$ cat src/rtl/ws2812_pixel_feeder.sv
// ws2812_pixel_feeder: RGB pixel buffer with brightness scaling, streamed as GRB words to a WS2812 driver
module ws2812_pixel_feeder #(
    parameter int LED_NUM    = 8,
    parameter int ADDR_W     = 8,
    parameter int CLK_FRE    = 27_000_000,
    parameter int REFRESH_HZ = 30
) (
    input  logic              clk,
    input  logic              rst_n,
    input  logic              wr_en,
    input  logic [ADDR_W-1:0] wr_addr,
    input  logic [23:0]       wr_rgb,
    input  logic [7:0]        brightness,
    input  logic              frame_req,
    output logic [23:0]       pix_data,
    output logic              pix_valid,
    input  logic              pix_ready,
    output logic              pix_last,
    output logic              busy
);
    localparam int PERIOD = CLK_FRE / REFRESH_HZ;
    localparam int TMR_W  = PERIOD > 1 ? $clog2(PERIOD) : 1;

    typedef enum logic [1:0] {IDLE, FETCH, SCALE, PRESENT} state_t;

    state_t            state, state_d;
    logic [23:0]       pix_buf [LED_NUM];
    logic [23:0]       rd_rgb;
    logic [23:0]       pix_q;
    logic [ADDR_W-1:0] idx;
    logic [7:0]        scale_q;
    logic [TMR_W-1:0]  tmr;
    logic              pending;
    logic              tick, trig, is_last, xfer, frame_end, start;

    // (ch * (s + 1)) >> 8 so that 255 is identity and 0 blanks the channel
    function automatic logic [7:0] scale_ch(input logic [7:0] ch, input logic [7:0] s);
        return 8'((17'(ch) * 17'({1'b0, s} + 9'd1)) >> 8);
    endfunction

    assign tick      = tmr == TMR_W'(PERIOD - 1);
    assign trig      = frame_req | tick;
    assign is_last   = idx == ADDR_W'(LED_NUM - 1);
    assign xfer      = state == PRESENT && pix_ready;
    assign frame_end = xfer && is_last;
    assign start     = (state == IDLE && trig) || (frame_end && (pending || trig));
    assign busy      = state != IDLE;

    // Host writes land in any state; out-of-range addresses match no entry
    always_ff @(posedge clk or negedge rst_n)
        if (!rst_n)
            for (int i = 0; i < LED_NUM; i++) pix_buf[i] <= '0;
        else if (wr_en)
            for (int i = 0; i < LED_NUM; i++)
                if (wr_addr == ADDR_W'(i)) pix_buf[i] <= wr_rgb;

    // Buffer read port for FETCH
    always_comb begin
        rd_rgb = '0;
        for (int i = 0; i < LED_NUM; i++)
            if (idx == ADDR_W'(i)) rd_rgb = pix_buf[i];
    end

    // Free-running refresh timer; its wrap is the automatic frame trigger
    always_ff @(posedge clk or negedge rst_n)
        if (!rst_n) tmr <= '0;
        else        tmr <= tick ? '0 : tmr + 1'b1;

    // State register
    always_ff @(posedge clk or negedge rst_n)
        if (!rst_n) state <= IDLE;
        else        state <= state_d;

    // Next state: a frame end chains straight into FETCH when another frame is owed
    always_comb begin
        state_d = state;
        case (state)
            IDLE:    state_d = trig ? FETCH : IDLE;
            FETCH:   state_d = SCALE;
            SCALE:   state_d = PRESENT;
            PRESENT: state_d = !pix_ready ? PRESENT : (is_last && !(pending || trig)) ? IDLE : FETCH;
        endcase
    end

    // Datapath: index, pending merge, brightness latch, fetch, scale/reorder, handshake
    always_ff @(posedge clk or negedge rst_n)
        if (!rst_n) begin
            idx       <= '0;
            pending   <= 1'b0;
            scale_q   <= '0;
            pix_q     <= '0;
            pix_data  <= '0;
            pix_valid <= 1'b0;
            pix_last  <= 1'b0;
        end else begin
            pending <= frame_end ? 1'b0 : pending | (trig & busy);
            if (start) begin
                idx     <= '0;
                scale_q <= brightness;
            end else if (xfer) begin
                idx <= idx + 1'b1;
            end
            if (state == FETCH) pix_q <= rd_rgb;
            if (state == SCALE) begin
                pix_data  <= {scale_ch(pix_q[15:8], scale_q), scale_ch(pix_q[23:16], scale_q),
                              scale_ch(pix_q[7:0], scale_q)};
                pix_valid <= 1'b1;
                pix_last  <= is_last;
            end else if (xfer) begin
                pix_valid <= 1'b0;
                pix_last  <= 1'b0;
            end
        end
endmodule

$ cat config.mk
export PLATFORM = sky130hd
export DESIGN_NAME = ws2812_pixel_feeder
export DESIGN_NICKNAME = d
export VERILOG_FILES = /design/src/rtl/ws2812_pixel_feeder.sv
export SDC_FILE = /design/constraint.sdc
export NUM_CORES = 1
export LEC_CHECK = 0
export ABC_AREA = 0
export CAP_MARGIN = 20
export CORE_MARGIN = 2
export CORE_UTILIZATION = 40
export DETAILED_ROUTE_END_ITERATION = 6
export SLEW_MARGIN = 20
export SYNTH_ARGS = -nofsm -noshare
export SYNTH_HDL_FRONTEND = slang
export SYNTH_SLANG_ARGS = --single-unit
$ cat constraint.sdc
create_clock -name clk -period 5.2 [get_ports clk]
set_input_delay 1.04 -clock clk [delete_from_list [all_inputs] [get_ports clk]]
set_output_delay 1.04 -clock clk [all_outputs]
set_load 0.005 [all_outputs]
# Yosys cells after proc, flatten, opt, wreduce, memory -nomap -nowiden

Index checks and enable logic that the tools add are counted.

Bits in registers: 281
Bits of input ports: 45
Output and inout bits: 27

Add/sub/neg operators: 3
Multiply operators: 3
Eq/ne operators: 18
Mux-type cells: 19
Bitwise gates (word level): 3
Reductions and logical operators: 22

Operators by type and width:

| operator                | count |
|---|---|
| $mux W24                | 8 |
| $eq A8 B3 Y1 const B    | 8 |
| $mul A8 B17 Y16         | 2 |
| $eq A8 B2 Y1 const B    | 4 |
| $add A20 B1 Y20 const B | 1 |
| $eq A20 B20 Y1 const B  | 1 |
| $mux W20                | 1 |
| $eq A8 B1 Y1 const B    | 2 |
| $logic_not A8 Y1        | 2 |
| $mul A8 B9 Y16          | 1 |
| $mux W8                 | 2 |
| $reduce_and A2 Y1       | 8 |
| $add A8 B1 Y9 const B   | 1 |
| $add A8 B1 Y8 const B   | 1 |
| $pmux W2 S4             | 1 |
| $mux W1                 | 6 |
| $reduce_bool A2 Y1      | 3 |
| $logic_and A1 B1 Y1     | 5 |
| $eq A2 B2 Y1 const B    | 2 |
| $eq A2 B1 Y1 const B    | 1 |
| $logic_not A2 Y1        | 1 |
| $logic_or A1 B1 Y1      | 2 |
| $mux W2                 | 1 |
| $or A1 B1 Y1            | 2 |
| other kinds (2)         | 2 |

# Depth between registers and ports, before layout

Gate-level depths: netlist of run 1.

Depth in word-level cells: 9
Mapped depth: 19

# Worst setup path before layout of run 1

Ideal clock, no wire load.

Path type: register -> register
From: register scale_q[3]
To: register pix_data[22]
Library setup time: 0.125 ns
Arrival: 4.783 ns
Required time: 5.075 ns
Path slack: 0.292 ns
Cell stages (with the launch flop): 20
Period minus slack after synthesis: 4.908 ns
Cell sequence: dfrtp_1 -> nand3_1 -> nor2_1 -> and3_1 -> xor2_1 -> clkbuf_1 -> and2_1 -> fa_1 -> fa_1 -> fa_1 -> inv_1 -> fa_1 -> inv_1 -> ha_1 -> nand2_1 -> a2bb2oi_1 -> nand3b_1 -> o21ai_0 -> xnor2_1 -> mux2_2

Word-level cells in the longest chain between the ends: 2

RTL lines:

| item                     | RTL line | RTL |
|---|---|---|
| start: declaration       | 31       | `logic [7:0] scale_q;` |
| start signal: assignment | 99       | `scale_q <= brightness;` |
| $add A8 B1 Y9            | 38       | `return 8'((17'(ch) * 17'({1'b0, s} + 9'd1)) >> 8);` |
| $mul A8 B17 Y16          | 38       |  |
| end signal: assignment   | 105      | `pix_data <= {scale_ch(pix_q[15:8], scale_q), scale_ch(pix_q[23:16], scale_q),` |
| end: declaration         | 15       | `output logic [23:0] pix_data,` |

Every way passes these cells.
A chain may end at the register's enable or synchronous reset.

# Final worst setup path of run 1

From: register scale_q[1]
To: register pix_data[13]

The elaborated chain is that of the path after synthesis.

==> flow_summary.toml, run 1 <==
[outcome]
outcome = "finished, violations left"
violations = "DRC"

[sta]
hold_viol_final = 0
slew_viol_final = 0
period_share = 0.9546
tightest_slew_ns = 0.9515
setup_ws_ns = 0.2361
finalCriticalPeriod_ns = 4.964
slew_headroom = 0.3657
skew_ns = 0.02985
whs_ns = 0.4740
finalSetupViolations = 0
fmax_mhz = 201.5

[job]
cap_violations = 0

[worst_setup_path]
crit_start = "scale_q[1]$_DFFE_PN0N_"
worstPathCellList = "nand2_1 > nor2_4 > and3_4 > xor2_1 > buf_4 > buf_4 > and2_1 > fa_1 > fa_1 > fa_1 > inv_1 > fa_1 > inv_1 > ha_1 > and3_1 > a21boi_1 > or4b_2 > nand3_1"
cp.required_ns = 5.70
crit_end = "pix_data[13]$_DFFE_PN0P_"
max_stage_delay_ns = 0.62
slowest_stage = "or4b_2"
cpMostUsedCell = "fa_1"
reg2reg_depth = 18
crit_path_start_kind = "register"
timing.rr.start = "scale_q[1]$_DFFE_PN0N_"
r2r_slack_ns = 0.24
end_kind = "register"
arrival_ns = 5.47
crit_type = "register to register"
crit_fanout = 6
reg2reg_to = "pix_data[13]$_DFFE_PN0P_"

[clocking]
cts_buffer_depth = 3
numCtsBuffers = 36
worstSkewPairLatency_ns = 0.58
htreeDepth = 2
clkSlewWorstSetupHoldPaths_ns = 0.06
root_buffer = "clkbuf_16"
cts_tree = "yes"
clkSinkCount = 281

[logic_synthesis]
yosysSeqAreaShare = 0.3708
ys_types = 64
synthesis.nets = 2037
yosys.area.top_type = "dfrtp_1"
yosys_most_used_dff = "dfrtp_1"
netlist_area_um2 = 18970
synth_top_area_frac = 0.3708
yosys_register_bits = 281
synth-edff-count = 0
syn_inst = 1770
syn_area_per_cell_um2 = 10.72
synth_warnings = 0
async_flop_share = 1.000
synthTopCellsByArea = "dfrtp_1, fa_1, mux2_2"

[layout]
drive_gt1_frac = 0.2064
syn2layout_area_growth_pct = 15.66
fin_area_um2 = 21940
nets = 2114
fillers = 4397

[floorplan]
dieArea_um2 = 49170
die_h_um = 221.8
io_pins = 72
die_width_um = 221.8
core_um2 = 46650
num_rows = 79
initial_core_util = 0.4065

[routing]
ant_nets = 0
vias_per_cell = 5.461
wl_per_cell_um = 19.91
vias = 13560
drtIter0Drc = 883
dr.pass1.iters = 7
totalWireLength_um = 49440
drc = 8

[grt]
overflow = 0
grtUsageTotal = 0.2026
antenna_found_initial = 1
grt_pass1_vias = 14050
grt_max_degree = 111
grt_pass1_wl_um = 78550

[placed_design]
hpwl_um = 33240
post-place-ws_ns = 0.06754
io_buffers = 71
gp_congestion = 0.8475
placed_cell_area_um2 = 20540

[hold_path]
hp-class = "register to register"
## synth_stat cells (7+ instances only)
library cell / n
a221oi_1: 27
fa_1: 120
nand2b_1: 9
o221ai_1: 24
buf_2: 33
xor2_1: 35
nand2_1: 140
a21o_1: 12
ha_1: 102
xnor2_1: 28
o221a_2: 22
o21ai_0: 29
o311ai_1: 14
dfrtp_1: 281
nand4_1: 8
nor4_1: 7
nand3_1: 47
nor2b_1: 20
clkbuf_1: 60
and3_1: 12
nor3_1: 30
a21oi_1: 68
mux2_2: 195
nor2_1: 75
and2_1: 146
inv_1: 147
o311ai_0: 10
## timing repair
action	CTS	global route
setup endpoints to repair	0	15
hold buffers	0	0
gates resized for setup	0	24
buffers inserted	0	8
## cell usage in the layout (no fill, tap or decap), types with 22 or more instances in the layout
cell type        synthesis  final
fa_1                   120    120
ha_1                   102    101
a21oi_1                 68     67
mux2_2                 195    195
xor2_1                  35     33
buf_4                    2     59
nor2_1                  75     69
nand2_1                140    139
o221a_2                 22     22
clkdlybuf4s50_1          0     70
and2_1                 146    144
xnor2_1                 28     26
dfrtp_1                281    279
nor3_1                  30     29
nand3_1                 47     46
clkbuf_16                0     36
a221oi_1                27     27
o221ai_1                24     24
o21ai_0                 29     28
inv_1                  147    147
## cells by family (layout without fill, tap and decap cells)
| group | count (synthesis) | after routing | synth area share |
|---|---|---|---|
| multiplexers | 201 | 201 | 0.1197 |
| flip-flops | 281 | 281 | 0.3708 |
| XOR/XNOR | 63 | 63 | 0.02909 |
| other | 0 | 1 | 0 |
| AO/OA/AOI/OAI | 234 | 234 | 0.09071 |
| adder cells (fa/ha/maj) | 222 | 222 | 0.1940 |
| buffers and inverters | 247 | 352 | 0.05265 |
| AND/OR/NAND/NOR | 522 | 522 | 0.1431 |
## metrics by stage
step | TNS (ns) | std cells | util
after CTS | 0 | 2472 | 0.4663
after detailed placement | 0 | 2406 | 0.4402
final | 0 | 2483 | 0.4702
after global placement | 0 | 2406 | 0.4402
after global routing | -0.00006972 | 2482 | 0.4701
after floorplan | 0 | 1770 | -
## flip-flops by register name, summed over array words and instances, names as in the netlist
register,flops
pix_buf,192
pix_data,24
pix_q,24
tmr,20
idx,8
scale_q,8
state,2
pending,1
pix_last,1
pix_valid,1
## worst max-delay path, delay by kind of cell (launching register included)
kind,cells,cell delay (ns)
XOR/XNOR,1,0.18
AND/OR/NAND/NOR,7,1.50
AO/OA/AOI/OAI,1,0.10
adder cells (fa/ha/maj),5,2.28
flip-flops,1,0.42
buffers and inverters,4,0.41
## worst min-delay path by stage
stage | from | endpoint | slack (ns) | cells past startpoint
6_report | pix_data[21]$_DFFE_PN0P_ | pix_data[21]$_DFFE_PN0P_ | 0.47 | 2
5_1_grt | pix_data[18]$_DFFE_PN0P_ | pix_data[18]$_DFFE_PN0P_ | 0.51 | 2
4_1_cts | pix_data[21]$_DFFE_PN0P_ | pix_data[21]$_DFFE_PN0P_ | 0.48 | 2
3_5_place_dp | pix_data[21]$_DFFE_PN0P_ | pix_data[21]$_DFFE_PN0P_ | 0.47 | 2
3_3_place_gp | pix_data[19]$_DFFE_PN0P_ | pix_data[19]$_DFFE_PN0P_ | 0.46 | 2
2_1_floorplan | tmr[0]$_DFF_PN0_ | tmr[0]$_DFF_PN0_ | 0.46 | 1
## final cells by class
cell class | count | area, um2 | area share
multi-input combinational | 1242 | 11080 | 0.5051
sequential | 281 | 7034 | 0.3207
timing repair buffer | 139 | 1289 | 0.05875
clock buffer | 48 | 1006 | 0.04586
tap | 607 | 759.5 | 0.03462
inverter | 147 | 551.8 | 0.02515
clock inverter | 18 | 214.0 | 0.009754
antenna | 1 | 2.502 | 0.0001141
## metal layers
metal  up-vias  GRT usage  share of wire
met4         2    0.05558          0.020
met3        82    0.04095          0.055
met5         -          0        0.00030
met1      6933     0.2622           0.43
li1       6224          -              -
met2       318     0.3452           0.49
Power of run 1 is left out: the tool's default activity adds up to more than one toggle a clock period on the data nets, which glitch-free logic cannot reach.
==> run 2, diff against run 1 <==
--- a/config.mk
+++ b/config.mk
@@ -8,8 +8,9 @@
 export ABC_AREA = 0
 export CAP_MARGIN = 20
 export CORE_MARGIN = 2
-export CORE_UTILIZATION = 40
+export CORE_UTILIZATION = 49
 export DETAILED_ROUTE_END_ITERATION = 6
+export PLACE_DENSITY = 0.69
 export SLEW_MARGIN = 20
 export SYNTH_ARGS = -nofsm -noshare
 export SYNTH_HDL_FRONTEND = slang
==> flow_summary.toml, run 2 (synthesized netlist as in run 1, its figures left out) <==
[job]
cap_violations = 0

[placed_design]
post-place-cells = 2309
hpwl_um = 32130
gp_congestion = 0.8816
io_buffers = 71

[floorplan]
dieArea_um2 = 40290
core_um2 = 38470
num_rows = 72
die_width_um = 200.7
io_pins = 72
initial_core_util = 0.4930
die_h_um = 200.7

[worst_setup_path]
reg2reg_depth = 20
timing.rr.start = "scale_q[0]$_DFFE_PN0N_"
crit_fanout = 5
end_kind = "register"
crit_type = "register to register"
cp.required_ns = 5.62
crit_path_start_kind = "register"
arrival_ns = 5.49
reg2reg_to = "pix_data[5]$_DFFE_PN0P_"
r2r_slack_ns = 0.13

[clocking]
worstSkewPairLatency_ns = 0.55
hold_buffers = 0
root_buffer = "clkbuf_16"
clkSlewWorstSetupHoldPaths_ns = 0.06
numCtsBuffers = 34
cts_tree = "yes"
clkSinkCount = 281
cts_buffer_depth = 3
htreeDepth = 2

[sta]
slew_headroom = 0.2826
period_share = 0.9751
fmax_mhz = 197.2
hold_viol_final = 0
finalSetupViolations = 0
tightest_slew_ns = 1.073
skew_ns = 0.02011
finalCriticalPeriod_ns = 5.071
slew_viol_final = 0

[routing]
wl_met3_um = 2752
dr_wl_met2_um = 23510
ant_nets = 0
vias_per_cell = 5.757
wl_per_cell_um = 20.23
drc = 0
vias = 13720
drtIter0Drc = 717
wirelength_met1_um = 20310
dr.pass1.iters = 5
highest_layer = "met4"
totalWireLength_um = 48200

[layout]
top_register = "pix_buf"
drive_gt1_frac = 0.2071
layout_common_cells = "dfrtp_1, mux2_2, inv_1"
syn2layout_area_growth_pct = 14.74
stdcell_count = 2383
reg_top3 = "pix_buf: 192 flops, pix_data: 24 flops, pix_q: 24 flops"
final_common_cell = "dfrtp_1"
seq_area_um2 = 7032
largest_reg_flops = 192
fillers = 3290
multi_input_area_um2 = 11150
nets = 2107

[grt]
grt_max_degree = 126
overflow = 0
grtUsageTotal = 0.2428
antenna_found_initial = 1
grt_pass1_wl_um = 77550
grt_pass1_vias = 14360

[outcome]
outcome = "completed"

[hold_path]
hp-class = "input pin to async pin"
## run 2: critical path, cell delays in order (launching register included)
cell	delay, ns
dfrtp_1	0.42
ha_2	0.23
nand2_2	0.13
nor2_4	0.06
xor2_2	0.15
buf_4	0.14
buf_4	0.12
and2_1	0.17
fa_1	0.52
fa_1	0.51
fa_1	0.50
inv_1	0.05
fa_1	0.48
inv_1	0.04
ha_1	0.31
nand3_1	0.11
o211ai_1	0.19
buf_4	0.19
and4_1	0.23
nor3_1	0.06
a221o_1	0.30
## run 2: routing by layer
metal  vias to the layer above  GRT usage
met1                      6988     0.3102
met3                       116    0.04805
li1                       6216          -
met4                         0    0.08598
met2                       399     0.4123
met5                         -          0
## run 2: final cells by class
class                      instances  share of cell area
antenna                            1           0.0001150
clock buffer                      44             0.04312
clock inverter                    16            0.009890
inverter                         147             0.02536
multi-input combinational       1242              0.5125
sequential                       281              0.3231
tap                              518             0.02978
timing repair buffer             134             0.05612
## run 2: worst max-delay path by stage
stage,from,endpoint,cells after the start
after floorplan,scale_q[3]$_DFFE_PN0N_,pix_data[22]$_DFFE_PN0P_,19
after global placement,scale_q[0]$_DFFE_PN0N_,pix_data[22]$_DFFE_PN0P_,19
after detailed placement,scale_q[0]$_DFFE_PN0N_,pix_data[13]$_DFFE_PN0P_,18
after CTS,scale_q[0]$_DFFE_PN0N_,pix_data[22]$_DFFE_PN0P_,18
after global routing,scale_q[4]$_DFFE_PN0N_,pix_data[20]$_DFFE_PN0P_,19
final,scale_q[0]$_DFFE_PN0N_,pix_data[5]$_DFFE_PN0P_,20
## run 2: stage by stage
stage,TNS [ns],hold WS [ns],area [um2],utilization,worst slack (ns)
detailed placement,0,0.4710,20340,0.5288,0.001930
global placement,0,0.4634,20340,0.5288,0.1363
CTS,0,0.3510,21530,0.5597,0.01366
finish,0,0.3643,21760,0.5657,0.1295
global route,-0.6169,0.3594,21760,0.5656,-0.1241
floorplan,0,0.4555,18970,-,0.2922
## run 2: repair_timing
action,4_1_cts,5_1_grt
hold endpoints to repair,0,0
resized for setup,3,28
gates cloned,0,0
setup endpoints to repair,5,19
setup buffers,3,10
pin swaps,0,9
Power of run 2 is left out for the same reason.
==> run 3, diff against run 2 <==
--- a/config.mk
+++ b/config.mk
@@ -7,8 +7,10 @@
 export LEC_CHECK = 0
 export ABC_AREA = 0
 export CAP_MARGIN = 20
+export CORE_ASPECT_RATIO = 1.5
 export CORE_MARGIN = 2
 export CORE_UTILIZATION = 49
+export CTS_CLUSTER_DIAMETER = 40
 export DETAILED_ROUTE_END_ITERATION = 6
 export PLACE_DENSITY = 0.69
 export SLEW_MARGIN = 20
==> flow_summary.toml, run 3 (synthesized netlist as in run 1, its figures left out) <==
[worst_setup_path]
end_kind = "register"
cp.required_ns = 5.65
crit_type = "register to register"
crit_path_start_kind = "register"
crit_fanout = 6
arrival_ns = 5.42

[layout]
drive_gt1_frac = 0.1977
seq_area_um2 = 7037
top_register = "pix_buf"
multi_input_area_um2 = 11070
fillers = 3322
syn2layout_area_growth_pct = 14.12
reg_top3 = "pix_buf: 192 flops, pix_data: 24 flops, pix_q: 24 flops"
final_util = 0.5649
nets = 2093
layout_common_cells = "dfrtp_1, mux2_2, inv_1"
final_common_cell = "dfrtp_1"
antenna_cells = 0
largest_reg_flops = 192

[placed_design]
post-place-ws_ns = 0.09105
io_buffers = 71
gp_congestion = 0.8141
hpwl_um = 31080

[floorplan]
die_width_um = 164.6
dieArea_um2 = 40330
die_h_um = 245.0
num_rows = 88
io_pins = 72
initial_core_util = 0.4950
core_um2 = 38320

[routing]
totalWireLength_um = 46410
drc = 0
vias_per_cell = 5.782
ant_nets = 0
drtIter0Drc = 610
vias = 13570
dr.pass1.iters = 6
wl_per_cell_um = 19.78

[grt]
grtUsageTotal = 0.2366
grt_pass1_wl_um = 74950
grt_max_degree = 101
antenna_found_initial = 1
overflow = 0
grt_pass1_vias = 14230

[sta]
setup_ws_ns = 0.2326
slew_viol_final = 0
fmax_mhz = 201.3
tightest_slew_ns = 1.151
hold_viol_final = 0
period_share = 0.9553
finalSetupViolations = 0
skew_ns = 0.01976
grt_setup_unrepaired = "yes"
slew_headroom = 0.2311
whs_ns = 0.4728
finalCriticalPeriod_ns = 4.967

[outcome]
outcome = "completed"

[hold_path]
hp-class = "register to register"

[clocking]
cts_buffer_depth = 3
htreeDepth = 2
numCtsBuffers = 34
worstSkewPairLatency_ns = 0.53
clkSlewWorstSetupHoldPaths_ns = 0.06
cts_tree = "yes"
clkSinkCount = 281
root_buffer = "clkbuf_16"

[job]
cap_violations = 0
[run 3: cell count changes in the layout (fill, tap and decap cells not counted), sizes merged]
cell	change
clkinv	+3
bufinv	+2
buf	-14
diode	-1
clkbuf	-5
clkinvlp	+1
[run 3: final timing paths]
check                                            to  slack (ns)                      from  cells after the start
hold reg to reg            pix_data[10]$_DFFE_PN0P_        0.47  pix_data[10]$_DFFE_PN0P_                      2
hold / removal             pix_data[10]$_DFFE_PN0P_        0.47  pix_data[10]$_DFFE_PN0P_                      2
setup reg to reg           pix_data[13]$_DFFE_PN0P_        0.23    scale_q[1]$_DFFE_PN0N_                     18
max in group asynchronous  pix_buf[164]$_DFFE_PN0P_        3.65                     rst_n                      2
min in group asynchronous         tmr[10]$_DFF_PN0_        0.50                     rst_n                      1
setup / recovery           pix_data[13]$_DFFE_PN0P_        0.23    scale_q[1]$_DFFE_PN0N_                     18
[run 3: repair_timing]
item | in CTS | in global routing
gates resized for setup | 0 | 21
endpoints found under the setup margin | 0 | 17
buffers inserted | 0 | 8
hold buffers | 0 | 0
[run 3: stage by stage]
step                      cell area (um2)  instances    TNS (ns)
after floorplan                     18970       1770           0
after global placement              20290       2276           0
after detailed placement            20290       2276           0
after CTS                           21500       2337           0
after global routing                21640       2346  -0.0008389
final                               21640       2346           0
[run 3: cell type report]
cell class / instances / area share
Inverter: 147 / 0.02549
Clock inverter: 22 / 0.01387
Multi-Input combinational cell: 1242 / 0.5112
Sequential cell: 281 / 0.3251
Timing Repair Buffer: 120 / 0.05359
Tap cell: 495 / 0.02861
Clock buffer: 39 / 0.04208
[run 3: worst max-delay path: stages (launching register included)]
cell,delay [ns]
dfrtp_2,0.41
ha_4,0.16
nand2_2,0.08
nor2_2,0.17
xor2_2,0.22
buf_4,0.15
buf_2,0.17
and2_1,0.17
fa_1,0.45
fa_1,0.46
fa_1,0.51
inv_1,0.05
fa_1,0.47
inv_1,0.04
ha_1,0.38
a31oi_1,0.12
a21boi_1,0.17
or4b_2,0.62
nand3_1,0.09
[run 3: routing by layer]
| metal | routed length [um] | GRT usage | vias to the layer above |
|---|---|---|---|
| met4 | 1740 | 0.09054 | 2 |
| met2 | 24760 | 0.4359 | 334 |
| met5 | 12 | 0 | - |
| met3 | 2070 | 0.02906 | 114 |
| li1 | - | - | 6182 |
| met1 | 17820 | 0.2778 | 6933 |
Power of run 3 is left out for the same reason.
